`config.mk`:
```
export PLATFORM = sky130hd
export DESIGN_NAME = vector_load_packer
export DESIGN_NICKNAME = d
export VERILOG_FILES = /design/src/rtl/vector_load_packer.sv
export SDC_FILE = /design/constraint.sdc
export NUM_CORES = 1
export LEC_CHECK = 0
export ABC_AREA = 1
export BUFFER_PORTS_ARGS = -buffer_cell sky130_fd_sc_hd__buf_2
export CAP_MARGIN = 20
export CORE_AREA = 2 2 360 362
export DETAILED_ROUTE_END_ITERATION = 10
export DIE_AREA = 0 0 362 364
export GPL_TIMING_DRIVEN = 0
export PLACE_DENSITY = 0.41
export SKIP_LAST_GASP = 1
export SYNTH_ARGS = -nofsm -noshare
export SYNTH_HDL_FRONTEND = slang
export SYNTH_SLANG_ARGS = --single-unit
```
`constraint.sdc`:
```
create_clock -name clk -period 3.35 [get_ports clk]
set_clock_uncertainty 0.1 [all_clocks]
set_input_delay 0.67 -clock clk [delete_from_list [all_inputs] [get_ports clk]]
set_output_delay 0.67 -clock clk [all_outputs]
set_load 0.01 [all_outputs]
```
`src/rtl/vector_load_packer.sv`:
```
// vector_load_packer: packs streamed vector elements into one word and issues a single register-file write.
module vector_load_packer #(
  parameter int DATA_LEN = 32,
  parameter int SCALAR_REG_LEN = 64,
  parameter int VECTOR_SIZE = 8
) (
  input  logic                            clk,
  input  logic                            rst,
  input  logic                            rdy_in,
  input  logic                            start,
  input  logic [4:0]                      rd_in,
  input  logic                            vm_in,
  input  logic [VECTOR_SIZE*DATA_LEN-1:0] mask_in,
  input  logic [DATA_LEN-1:0]             length_in,
  input  logic [2:0]                      data_type_in,
  input  logic                            elem_valid,
  input  logic [SCALAR_REG_LEN-1:0]       elem_data,
  output logic                            elem_ready,
  input  logic [1:0]                      rf_status,
  output logic [1:0]                      rf_signal,
  output logic [4:0]                      rd,
  output logic                            vm,
  output logic [VECTOR_SIZE*DATA_LEN-1:0] mask,
  output logic [DATA_LEN-1:0]             length,
  output logic [2:0]                      data_type,
  output logic [VECTOR_SIZE*DATA_LEN-1:0] data,
  output logic                            write_back_enabled,
  output logic                            busy,
  output logic                            done,
  output logic                            err
);
  localparam int VL = VECTOR_SIZE * DATA_LEN;
  localparam int KW = $clog2(VL / 8 + 1);
  localparam logic [1:0] VECTOR_RF_WRITE = 2'b01;
  localparam logic [1:0] RF_FINISHED = 2'b10;
  typedef enum logic [1:0] {IDLE, COLLECT, WRITE, WAIT_ACK} state_t;
  state_t state_q;
  logic [KW-1:0] k_q;
  logic [4:0] rd_q;
  logic vm_q, done_q, err_q;
  logic [VL-1:0] mask_q, data_q, data_d;
  logic [DATA_LEN-1:0] length_q, max_in, len_clip;
  logic [2:0] data_type_q;
  logic [SCALAR_REG_LEN-1:0] lane;
  // Legal element types encode log2(bytes) in bits [1:0]; bit 2 set is unsupported.
  always_comb begin
    max_in = DATA_LEN'(VL >> (3 + data_type_in[1:0]));
    len_clip = length_in > max_in ? max_in : length_in;
    lane = elem_data & ~({SCALAR_REG_LEN{1'b1}} << (8 << data_type_q[1:0]));
    data_d = data_q | (VL'(lane) << (32'(k_q) << (3 + data_type_q[1:0])));
  end
  always_ff @(posedge clk or negedge rst) begin
    if (!rst) begin
      state_q <= IDLE;
      k_q <= '0;
      rd_q <= '0;
      vm_q <= 1'b0;
      mask_q <= '0;
      length_q <= '0;
      data_type_q <= '0;
      data_q <= '0;
      done_q <= 1'b0;
      err_q <= 1'b0;
    end else if (rdy_in) begin
      done_q <= 1'b0;
      err_q <= 1'b0;
      case (state_q)
        IDLE: if (start) begin
          if (data_type_in[2]) err_q <= 1'b1;
          else begin
            rd_q <= rd_in;
            vm_q <= vm_in;
            mask_q <= mask_in;
            data_type_q <= data_type_in;
            length_q <= len_clip;
            data_q <= '0;
            k_q <= '0;
            err_q <= length_in > max_in;
            state_q <= len_clip == '0 ? WRITE : COLLECT;
          end
        end
        COLLECT: if (elem_valid) begin
          data_q <= data_d;
          k_q <= k_q + KW'(1);
          if (DATA_LEN'(k_q) + DATA_LEN'(1) == length_q) state_q <= WRITE;
        end
        WRITE: state_q <= WAIT_ACK;
        WAIT_ACK: if (rf_status == RF_FINISHED) begin
          state_q <= IDLE;
          done_q <= 1'b1;
        end
        default: state_q <= IDLE;
      endcase
    end
  end
  assign elem_ready = rdy_in && state_q == COLLECT;
  assign write_back_enabled = state_q == WRITE;
  assign rf_signal = state_q == WRITE ? VECTOR_RF_WRITE : 2'b00;
  assign busy = state_q != IDLE;
  assign rd = rd_q;
  assign vm = vm_q;
  assign mask = mask_q;
  assign length = length_q;
  assign data_type = data_type_q;
  assign data = data_q;
  assign done = done_q;
  assign err = err_q;
endmodule
```
==> impl_metrics.toml <==
[timing]
hold_viol_final = 0
fin_crit_ns = 3.35
tightest_slew_ns = 0.944
setup_viol = 1
tns_ns = -0.00225
maxSlewViolCount = 0
fin_crit_sh_pct = 100
rsz0062_at_grt = "true"
setup_ws_ns = -0.00225
slew_headroom_pct = 37.1
maxClockFrequency_ghz = 0.298

[global_routing]
track_usage_pct = 29.2
grt_pass1_wl_um = 267000
grt_antenna_before_repair = 62
grt_max_degree = 111
grt_pass1_vias = 32900
globalRoute.totalOverflow = 0

[place]
dp_worst_setup_slack_ns = -1.18
port_buffers = 925
gp_congestion = 1.02
place_inst = 6521
dp.final_hpwl_um = 164000

[clock_tree]
clkLatencyLatePin_ns = 0.71
numCtsBuffers = 72
clock_sinks = 562
root_buffer = "clkbuf_16"
ctsHtreeMaxLevel = 3
clkSlewWorstSetupHoldPaths_ns = 0.06
tritoncts = "built"
clock_path_buffers = 3

[route]
wl_um = 198000
first_iter_violations = 2544
drtAntennaViolNets = 0
wl_per_cell_um = 29.3
vias_per_cell = 4.86
first_pass_iters = 6
drcViolationCount = 0
vias = 32800

[status]
violations = "negative setup slack"
outcome = "finished with violations"

[layout]
fin_cells = 6747
layout_commonest_cell = "nand2_1"
syn2layout_area_growth_pct = 50.2
n_fill_cell = 13900
final_nets = 5370
layout-drive-gt1-share_pct = 39.9
layout_common_cells = "nand2_1, buf_2, dfrtp_1"

[worst_hold_path]
hp-start = "rd_in[4]"
hold_class = "in2reg"

[critical_path]
critical_path_class = "reg2reg"
arrival_ns = 3.85
startpoint_type = "flop"
regToRegStartpoint = "data_type[0]$_DFFE_PN0P_"
end_kind = "flop"
critPathLaunch = "data_type[0]$_DFFE_PN0P_"
critPathMaxFanout = 10
cp.required_ns = 3.85

[synthesis]
yosysUniqueCellTypes = 47
netlist.area_leader.share_pct = 48.6
synth.top_cells.by_area = "dfrtp_1, nand2_1, nand3_1"
seq_area_frac_synth_pct = 48.6
syn_inst = 3910
synth_area_sq_um = 28900
ys_ff_latch = 562
yosys_warnings = 0
yosysTopAreaCell = "dfrtp_1"
postSynthAreaPerCell_sq_um = 7.40

[pwr]
ir_drop_mv = 0.840
leakage_nw = 22.5
power_density_nw_per_um2 = 1430

[floorplan]
ios = 928
die_h_um = 364
start_util_pct = 22.5
die_w_um = 362
row_count = 132
dieArea_sq_um = 132000
coreArea_sq_um = 128000

[job]
maxCapViolations = 0
-- report_power, final --
| part | switching [mW] | internal (mW) | total, mW |
|---|---|---|---|
| Combinational | 30.1 | 12.3 | 42.5 |
| Sequential | 1.75 | 9.61 | 11.4 |
| Clock | 3.43 | 4.86 | 8.29 |
-- area by class of cell --
| class | count | area [sq um] | share of cell area, % |
|---|---|---|---|
| Tap cell | 1675 | 2100 | 4.83 |
| Multi-Input combinational cell | 2822 | 16700 | 38.5 |
| Clock inverter | 26 | 414 | 0.954 |
| Sequential cell | 562 | 14100 | 32.4 |
| Antenna cell | 29 | 72.6 | 0.167 |
| Buffer | 255 | 1450 | 3.34 |
| Timing Repair Buffer | 1003 | 5510 | 12.7 |
| Inverter | 273 | 1050 | 2.41 |
| Clock buffer | 102 | 2060 | 4.73 |
-- synthesized netlist by cell type (all sizes together) --
master / n
nand3b: 4
nand4: 41
and2: 3
nand3: 668
dfrtp: 562
conb: 1
a211oi: 1
a21oi: 215
a22oi: 1
nor2: 212
clkinv: 1
buf: 120
a41oi: 1
nor4: 12
nand2: 1426
or2: 9
o21a: 45
nor3: 12
o211ai: 8
xnor2: 6
ha: 13
o22ai: 4
a21boi: 1
a31oi: 17
o21ai: 109
xor2: 4
o21bai: 5
o31ai: 1
clkbuf: 136
inv: 272
-- registers in the layout, indices dropped and copies added (netlist names) --
signal	flops
state_q	2
vm	1
data	256
k_q	6
rd	5
done	1
data_type	2
mask	256
length	32
err	1
-- critical path, stage by stage, from the launching register on --
cell	delay, ns
dfrtp_1	0.36
buf_6	0.12
inv_8	0.04
ha_4	0.28
buf_8	0.14
inv_8	0.05
nor2_4	0.20
nand2_4	0.13
buf_12	0.17
o21ai_2	0.05
o21ai_1	0.08
inv_1	0.12
nand2_4	0.09
o211ai_1	0.25
nand3_1	0.20
nand2_2	0.22
nand2_2	0.08
nand2_1	0.08
nand2_2	0.08
nand3_4	0.16
nand3_2	0.09
a21oi_1	0.14
-- timing repair --
item                       4_1_cts  5_1_grt
setup endpoints to repair      363      304
gates cloned                     3        3
hold buffers                     1        0
gates resized for setup        512      545
buffers inserted                40       23
hold endpoints to repair        69        0
pin swaps                       75       91
-- routing by layer --
| layer | track usage [%] | vias to the layer above | part of all wire, % |
|---|---|---|---|
| met4 | 12.2 | 14 | 5.2 |
| met5 | 0 | - | 0.042 |
| met1 | 34.4 | 16100 | 38 |
| li1 | - | 14900 | - |
| met3 | 8.42 | 428 | 8.9 |
| met2 | 49.7 | 1350 | 48 |
-- kinds of logic (layout without fill, tap and decap cells) --
group / Yosys count / after routing / synth area share [%]
other cells: 1 / 31 / 0.0130
fa+ha+maj: 13 / 13 / 0.562
simple gates: 2387 / 2389 / 35.0
xor+xnor: 10 / 10 / 0.303
compound gates: 408 / 408 / 7.94
flops: 562 / 562 / 48.6
buf+inv: 529 / 1659 / 7.60
-- per-stage QoR --
stage / utilization (%) / area, sq um / hold slack (ns) / power (mW)
final: 33.8 / 43400 / 0.0641 / 62.1
after global routing: 33.8 / 43400 / 0.0545 / 64.8
after detailed placement: 28.0 / 35900 / 0.353 / 44.1
after global placement: 27.8 / 35700 / 0.351 / 44.1
after CTS: 31.8 / 40800 / 0.00684 / 57.4
after floorplan: - / 28900 / 0.274 / 27.7
-- path summary, 6_finish.rpt --
check	endpoint	slack (ns)	depth (start not counted)
max in group asynchronous	mask[215]$_DFFE_PN0P_	1.15	4
setup / recovery	data[83]$_DFFE_PN0P_	-0.002	21
min in group asynchronous	length[16]$_DFFE_PN0P_	0.44	2
hold reg to reg	mask[85]$_DFFE_PN0P_	0.36	2
hold / removal	rd[4]$_DFFE_PN0P_	0.06	3
setup reg to reg	data[83]$_DFFE_PN0P_	-0.002	21
Note: power is estimated with default switching activity, not from simulation.
